===== config.mk =====
export PLATFORM = sky130hd
export DESIGN_NAME = fp_divider_arbiter
export DESIGN_NICKNAME = d
export VERILOG_FILES = /design/src/rtl/fp_divider_arbiter.sv
export SDC_FILE = /design/constraint.sdc
export NUM_CORES = 1
export LEC_CHECK = 0
export BUFFER_PORTS_ARGS = -buffer_cell sky130_fd_sc_hd__buf_2
export CORE_AREA = 2 2 105 107
export CTS_CLUSTER_DIAMETER = 120
export DETAILED_ROUTE_END_ITERATION = 10
export DIE_AREA = 0 0 107 109
export PLACE_DENSITY_LB_ADDON = 0.12
export SLEW_MARGIN = 20
export SYNTH_ARGS = -nofsm -noshare
export SYNTH_HDL_FRONTEND = slang
export SYNTH_SLANG_ARGS = --single-unit

===== constraint.sdc =====
create_clock -name clk -period 2.59 [get_ports clk]
set_input_delay 0 -clock clk [delete_from_list [all_inputs] [get_ports clk]]
set_output_delay 0 -clock clk [all_outputs]
set_load 0.01 [all_outputs]

===== src/rtl/fp_divider_arbiter.sv =====
// Round-robin arbiter sharing one pipelined fp_divider between NUM_REQ requesters, with tag-based result routing.
// Define FP_DIV_ARB_CHECK_EN to build the sticky pipe/grant consistency checker that drives err.
module fp_divider_arbiter #(
   parameter int NUM_REQ         = 2,
   parameter int WIDTH           = 32,
   parameter int DIVIDER_LATENCY = 28
) (
   input  logic                       clk,
   input  logic                       rst,
   input  logic [NUM_REQ-1:0]         req_valid,
   input  logic [NUM_REQ-1:0]         req_lock,
   input  logic [NUM_REQ*WIDTH-1:0]   req_a,
   input  logic [NUM_REQ*WIDTH-1:0]   req_b,
   output logic [NUM_REQ-1:0]         req_grant,
   output logic [NUM_REQ-1:0]         resp_valid,
   output logic [WIDTH-1:0]           resp_data,
   input  logic                       quiesce,
   output logic                       idle,
   output logic [WIDTH-1:0]           div_a,
   output logic [WIDTH-1:0]           div_b,
   output logic                       div_ready,
   input  logic [WIDTH-1:0]           div_o,
   input  logic                       div_valid,
   output logic                       err
);
   localparam int TAG_WIDTH = $clog2(NUM_REQ);
   localparam int CNT_WIDTH = $clog2(DIVIDER_LATENCY + 1);

   typedef enum logic [1:0] {ARB, LOCKED, DRAIN} state_t;
   typedef struct packed {
      logic                 valid;
      logic [TAG_WIDTH-1:0] tag;
   } pipe_entry_t;

   state_t               state_q, state_d;
   logic [TAG_WIDTH-1:0] rr_q, rr_d;
   logic [TAG_WIDTH-1:0] owner_q, owner_d;
   logic [CNT_WIDTH-1:0] cnt_q, cnt_d;
   pipe_entry_t          pipe_q [DIVIDER_LATENCY];
   pipe_entry_t          pipe_d [DIVIDER_LATENCY];
   pipe_entry_t          pipe_out;
   logic                 grant_vld;
   logic [TAG_WIDTH-1:0] grant_idx;

   always_comb begin : arbitrate
      int idx;
      // NOTE: blocking assignments with every output defaulted first keep this block free of latches.
      state_d   = state_q;
      rr_d      = rr_q;
      owner_d   = owner_q;
      grant_vld = 1'b0;
      grant_idx = '0;
      idx       = 0;
      case (state_q)
         ARB: begin
            if (quiesce) begin
               state_d = DRAIN;
            end else begin
               for (int k = 0; k < NUM_REQ; k++) begin
                  idx = int'(rr_q) + k;
                  if (idx >= NUM_REQ) idx = idx - NUM_REQ;
                  if (!grant_vld && req_valid[TAG_WIDTH'(idx)]) begin
                     grant_vld = 1'b1;
                     grant_idx = TAG_WIDTH'(idx);
                  end
               end
               if (grant_vld) begin
                  rr_d = (grant_idx == TAG_WIDTH'(NUM_REQ - 1)) ? '0 : grant_idx + TAG_WIDTH'(1);
                  if (req_lock[grant_idx]) begin
                     state_d = LOCKED;
                     owner_d = grant_idx;
                  end
               end
            end
         end
         LOCKED: begin
            // Pointer stays at owner+1 from the locking grant, so ARB resumes just past the owner.
            if (quiesce) begin
               state_d = DRAIN;
            end else if (req_valid[owner_q] && req_lock[owner_q]) begin
               grant_vld = 1'b1;
               grant_idx = owner_q;
            end else begin
               state_d = ARB;
            end
         end
         DRAIN: begin
            if (!quiesce) state_d = ARB;
         end
         default: state_d = ARB;
      endcase
   end

   assign req_grant = grant_vld ? (NUM_REQ'(1) << grant_idx) : '0;
   assign div_ready = grant_vld;
   assign div_a     = req_a[int'(grant_idx)*WIDTH +: WIDTH];
   assign div_b     = req_b[int'(grant_idx)*WIDTH +: WIDTH];

   // Tag pipe mirrors the divider depth so each result meets the tag of the requester that issued it.
   assign pipe_out = pipe_q[DIVIDER_LATENCY-1];

   always_comb begin : tag_shift
      pipe_d[0] = {grant_vld, grant_idx};
      for (int i = 1; i < DIVIDER_LATENCY; i++) pipe_d[i] = pipe_q[i-1];
   end

   always_comb begin : count_next
      cnt_d = cnt_q;
      if (grant_vld && !pipe_out.valid)      cnt_d = cnt_q + CNT_WIDTH'(1);
      else if (!grant_vld && pipe_out.valid) cnt_d = cnt_q - CNT_WIDTH'(1);
   end

   always_comb begin : route
      resp_valid = '0;
      for (int i = 0; i < NUM_REQ; i++)
         resp_valid[i] = div_valid & pipe_out.valid & (pipe_out.tag == TAG_WIDTH'(i));
   end

   assign resp_data = div_o;
   assign idle      = (cnt_q == '0) & ~grant_vld;

   always_ff @(posedge clk or negedge rst) begin
      if (!rst) begin
         state_q <= ARB;
         rr_q    <= '0;
         owner_q <= '0;
         cnt_q   <= '0;
         // NOTE: the tag pipe must be reset so results of squashed operations are never routed.
         for (int i = 0; i < DIVIDER_LATENCY; i++) pipe_q[i] <= '0;
      end else begin
         state_q <= state_d;
         rr_q    <= rr_d;
         owner_q <= owner_d;
         cnt_q   <= cnt_d;
         for (int i = 0; i < DIVIDER_LATENCY; i++) pipe_q[i] <= pipe_d[i];
      end
   end

`ifdef FP_DIV_ARB_CHECK_EN
   logic err_q, err_d;

   always_comb begin
      err_d = err_q | (div_valid != pipe_out.valid)
                    | ((req_grant & (req_grant - NUM_REQ'(1))) != '0);
   end

   always_ff @(posedge clk or negedge rst) begin
      if (!rst) err_q <= 1'b0;
      else      err_q <= err_d;
   end

   assign err = err_q;
`else
   assign err = 1'b0;
`endif

endmodule


# Word-level counts from Yosys, hierarchy flattened
# Cells that the tools add are included.
[word_totals]
regBits = 65
latch_bits = 0
mem_bits_rw = 0
rom_bits = 0
inputBits = 168
output_inout_bits = 103
wordCells = 146
n_memories = 0
[op_classes]
n_addsub = 6
multipliers = 0
n_div = 0
magnitude_cmp = 6
eq_ne = 6
shifts = 3
n_mux = 45
n_bitwise = 7
n_reduce_logical = 13
[ops]
columns = ["op", "count"]
rows = [
  ["64-bit by 7-bit variable part select with 32-bit output", 2],
  ["1-bit 2-to-1 mux", 33],
  ["2-bit 2-to-1 mux", 7],
  ["5-bit 2-to-1 mux", 2],
  ["3-bit != test (second input constant)", 3],
  ["4-bit AND reduction", 2],
  ["1-bit by 3-bit less-than comparator with 1-bit output (second input constant)", 2],
  ["2-bit one-hot mux with 3 select lines", 1],
  ["5-bit by 1-bit adder with 5-bit output (second input constant)", 1],
  ["5-bit zero test", 1],
  ["5-bit by 1-bit subtractor with 5-bit output (second input constant)", 1],
  ["1-bit bitwise AND", 4],
  ["1-bit logical AND", 4],
  ["1-bit by 2-bit less-than comparator with 1-bit output (second input constant)", 2],
  ["1-bit one-hot mux with 2 select lines", 2],
  ["1-bit zero test", 3],
  ["1-bit inverter", 3],
  ["3-bit AND reduction", 1],
  ["1-bit by 1-bit adder with 2-bit output (second input constant)", 1],
  ["2-bit by 1-bit == test with 1-bit output (second input constant)", 1],
  ["2-bit == test (second input constant)", 1],
  ["1-bit by 2-bit greater-or-equal comparator with 1-bit output (second input constant)", 1],
  ["2-bit greater-or-equal comparator (second input constant)", 1],
  ["2-bit zero test", 1],
  ["5 further kinds", 6],
]

# Depth between registers and ports, before layout
[logic_depth]
depth_word = 21
ltp_mapped = 9

# Worst setup path before layout
# OpenSTA, ideal clock, no wires.
[synth_timing]
path_kind = "flip-flop to flip-flop"
startpoint = "reg state_q[1]"
endpoint = "reg cnt_q[4]"
arrival_ns = 2.630
t_required_ns = 2.459
setup_slack_ns = -0.171
path_stages_with_launch = 9
path_cell_list = "dfrtp_1 -> or4b_2 -> nand2_1 -> ha_1 -> inv_1 -> ha_1 -> or4_1 -> o211ai_1 -> o211ai_1"
[synth_between]
elab_chain_len = 5
elab_cells_between_ends = 8
cone_classes = "eq/ne (1); mux (2); reduce/logical (5)"
[synth_rtl]
columns = ["element", "line_no", "source"]
rows = [
  ["start, declared", "35", "state_t state_q, state_d;"],
  ["start signal, assigned", "131", "state_q <= state_d;"],
  ["2-bit by 1-bit == test with 1-bit output / 2-bit zero test (equally long branches)", "54", "case (state_q)"],
  ["1-bit one-hot mux with 2 select lines (*)", "54", ""],
  ["net div_ready", "21", "output logic div_ready,"],
  ["1-bit zero test", "110", "else if (!grant_vld && pipe_out.valid) cnt_d = cnt_q - CNT_WIDTH'(1);"],
  ["1-bit logical AND", "110", ""],
  ["2-bit nonzero test (no line)", "n/a", ""],
  ["end signal, assigned", "134", "cnt_q <= cnt_d;"],
  ["end, declared", "38", "logic [CNT_WIDTH-1:0] cnt_q, cnt_d;"],
]
# Mark *: on every way through the listed nets, which the timed path passes. The rest lies on a longest branch.
# A chain may end at the register's enable or synchronous reset.

# Final worst setup path
[layout_timing]
startpoint = "reg owner_q"
endpoint = "reg cnt_q[4]"
[layout_between]
elab_chain_len = 9
elab_cells_between_ends = 13
cone_classes = "mux (8); reduce/logical (5)"
[layout_rtl]
columns = ["element", "line_no", "source"]
rows = [
  ["start, declared", "37", "logic [TAG_WIDTH-1:0] owner_q, owner_d;"],
  ["start signal, assigned", "133", "owner_q <= owner_d;"],
  ["1-bit 2-to-1 mux (implied by the code) (2 in series)", "80", "end else if (req_valid[owner_q] && req_lock[owner_q]) begin"],
  ["1-bit logical AND (*)", "80", ""],
  ["1-bit 2-to-1 mux (*)", "80", ""],
  ["1-bit 2-to-1 mux (*)", "78", "if (quiesce) begin"],
  ["1-bit one-hot mux with 2 select lines (*)", "54", ""],
  ["1-bit zero test", "110", ""],
  ["1-bit logical AND", "110", ""],
  ["2-bit nonzero test (no line)", "n/a", ""],
]
# Every way passes the cells marked *; elsewhere a longest branch is shown, timed or not. The select of a mux whose other input is x is not followed.

==> impl_metrics.json <==
{
  "worstRegToRegCells": 9,
  "whs_path_depth": 0,
  "cts_tree": "built",
  "ir_drop_uv": 354.7,
  "antenna_found_initial": 1,
  "ys.flop_type": "dfrtp_1",
  "hpwl_um": 9212,
  "fin_skew_ns": 0.004983,
  "nNetsFinal": 594,
  "fmax_mhz": 406.3,
  "setup_viol": 0,
  "cp.arrival_ns": 2.67,
  "numCtsBuffers": 9,
  "p_leak_uw": 0.002537,
  "power.density_nw_per_um2": 620.6,
  "route.detailed.drc": 0,
  "dp_cells": 544,
  "ys_seq_area_share_pct": 50.31,
  "clockBufferDepth": 2,
  "critPathCaptureType": "register",
  "syn_area_um2": 3233,
  "die_w_um": 107,
  "yosysTopAreaCell": "dfrtp_1",
  "crit_type": "reg -> reg",
  "setup_ws_ns": 0.1290,
  "ys_ff_latch": 65,
  "core_um2": 10600,
  "async_flop_share_pct": 100.0,
  "drtIter0Drc": 136,
  "cap_violations": 0,
  "grtUsageTotal_pct": 18.48,
  "worst_pin_slew_ns": 0.5214,
  "syn_nets": 403,
  "drive_gt1_share_pct": 72.24,
  "cts.reportedPaths.clkPinSlew_ns": 0.07,
  "cp_max_fo": 7,
  "fin_cells": 566,
  "grt_max_degree": 26,
  "synth_edf_count": 0,
  "rr_startpoint": "owner_q$_DFFE_PN0P_",
  "ctsRootBufferMaster": "clkbuf_8",
  "h-tree-depth": 3,
  "core.rowCount": 38,
  "areaGrowthSynthToFinish_pct": 41.02,
  "cts_sinks": 65,
  "final_util_pct": 43.00,
  "totalWireLength_um": 11020,
  "wl_per_cell_um": 19.48,
  "yosys.cell_types.count": 33,
  "via_per_inst": 4.380,
  "place_ws_ns": -0.06258,
  "min_period_ns": 2.461,
  "grt_overflow_total": 0,
  "reg2reg_setup_slack_ns": 0.13,
  "hp-class": "in -> out",
  "synth_top_cell_area_share_pct": 50.31,
  "dr.pass1.iters": 4,
  "place_congestion": 0.7917,
  "num_vias": 2479,
  "yosysMostFrequentCell": "dfrtp_1",
  "synth.avg_cell_area_um2": 14.06,
  "clock_latency_ns": 0.33,
  "synthTopCellsByCount": "dfrtp_1 (65), mux2_4 (38), buf_4 (33), mux2_2 (27), nand2_1 (8)",
  "fillers": 1029,
  "synth.area.top_cells": "dfrtp_1 (50%), mux2_4 (18%), mux2_2 (9.4%)",
  "start_util_pct": 30.49,
  "grt_pass1_vias": 2460,
  "hold_viol_final": 0,
  "die_y_um": 109,
  "relSlewSlack_pct": 65.24,
  "r2r-end": "cnt_q[4]$_DFFE_PN0P_",
  "drv_slew": 0,
  "io_pins": 271,
  "crit_required_ns": 2.79,
  "min_to": "resp_data[21]",
  "synthesis.instances": 230,
  "setup-tns-final_ns": 0,
  "grt_first_pass_wirelength_um": 15360,
  "min_from": "div_o[21]",
  "die_area_um2": 11660,
  "period_share_pct": 95.02,
  "portBuffers": 205,
  "ys_warn_count": 0,
  "detail-route-antenna-nets": 0,
  "outcome": "finished clean",
  "start_kind": "register"
}
[state kept, by name, indices dropped and copies added, names as in the netlist]
| name | count |
|---|---|
| rr_q | 1 |
| state_q | 2 |
| cnt_q | 5 |
| pipe_d | 54 |
| owner_q | 1 |
| pipe_out | 2 |
[power by group]
group	internal, µW	total (µW)	switching, µW
combinational	408	744	336
sequential	1110	1190	80.7
clock	536	897	361
[cell usage in the layout, fill, tap and decap left out, drive strengths merged, types with 2 or more instances in the layout]
cell,n
buf,217
dfrtp,65
mux2,65
clkbuf,10
nand2,8
inv,6
a21oi,5
dlygate4sd3,4
ha,4
o211ai,3
or4,3
o21ai,3
nand3,3
and3,2
xnor2,2
mux2i,2
nor3b,2
bufinv,2
nor2,2
nor4b,2
a32oi,2
clkinv,2
[how the worst max path moves through the flow]
| stage | cells after the start | end | startpoint | slack (ns) |
|---|---|---|---|---|
| 2_1_floorplan | 8 | cnt_q[3]$_DFFE_PN0P_ | state_q[1]$_DFFE_PN0P_ | -0.02 |
| 3_3_place_gp | 8 | cnt_q[3]$_DFFE_PN0P_ | state_q[1]$_DFFE_PN0P_ | 0.03 |
| 3_5_place_dp | 8 | cnt_q[4]$_DFFE_PN0P_ | state_q[1]$_DFFE_PN0P_ | -0.06 |
| 4_1_cts | 8 | cnt_q[4]$_DFFE_PN0P_ | state_q[1]$_DFFE_PN0P_ | 0.01 |
| 5_1_grt | 9 | cnt_q[4]$_DFFE_PN0P_ | owner_q$_DFFE_PN0P_ | -0.02 |
| 6_report | 9 | cnt_q[4]$_DFFE_PN0P_ | owner_q$_DFFE_PN0P_ | 0.13 |
[critical path, cell delays in order, from the launching register on]
cell	delay, ns
dfrtp_1	0.40
and3_1	0.23
o211ai_1	0.31
nand2_2	0.11
ha_2	0.21
inv_4	0.10
ha_4	0.23
or4_1	0.50
o211ai_1	0.13
o211ai_1	0.12
[metrics by stage]
stage / total power (µW) / hold WS (ns) / area [µm²]
6_report: 2829 / 0.00001313 / 4559
5_1_grt: 3007 / 0.00004131 / 4557
4_1_cts: 2840 / 0.00006862 / 4518
3_5_place_dp: 1905 / -0.003474 / 4265
3_3_place_gp: 1890 / -0.01650 / 4265
2_1_floorplan: 1646 / -0.2956 / 3251
[per-layer routing]
layer | routed length [µm] | global-route usage (%)
met3 | 1102 | 8.727
met4 | 215 | 6.215
met2 | 5516 | 29.85
met1 | 4190 | 21.75
met5 | 0 | 0
[layout make-up]
| cell class | instances | area [µm²] | area share [%] |
|---|---|---|---|
| diodes | 1 | 2.502 | 0.05488 |
| clock buffers | 10 | 127.6 | 2.799 |
| clock inverters | 5 | 81.33 | 1.784 |
| inverters | 6 | 25.02 | 0.5488 |
| multi-input cells | 118 | 1328 | 29.12 |
| flip-flops and latches | 65 | 1627 | 35.68 |
| well taps | 140 | 175.2 | 3.842 |
| repair buffers | 221 | 1194 | 26.18 |
[what timing repair did]
action | CTS | global route
gates cloned | 0 | 0
buffers inserted | 0 | 2
pin swaps | 0 | 1
hold buffers | 4 | 0
resized for setup | 2 | 6
endpoints found under the hold margin | 23 | 0
setup endpoints to repair | 2 | 2
[cells by family after synthesis]
logic type | count (synthesis) | share of synthesized area, %
AO/OA/AOI/OAI | 16 | 3.328
XOR/XNOR | 2 | 0.5419
adder cells (fa/ha/maj) | 5 | 2.167
buffers and inverters | 47 | 10.53
flip-flops | 65 | 50.31
multiplexers | 67 | 27.67
other | 1 | 0.1160
AND/OR/NAND/NOR | 27 | 5.340
Note: power is estimated with default switching activity, not from simulation.
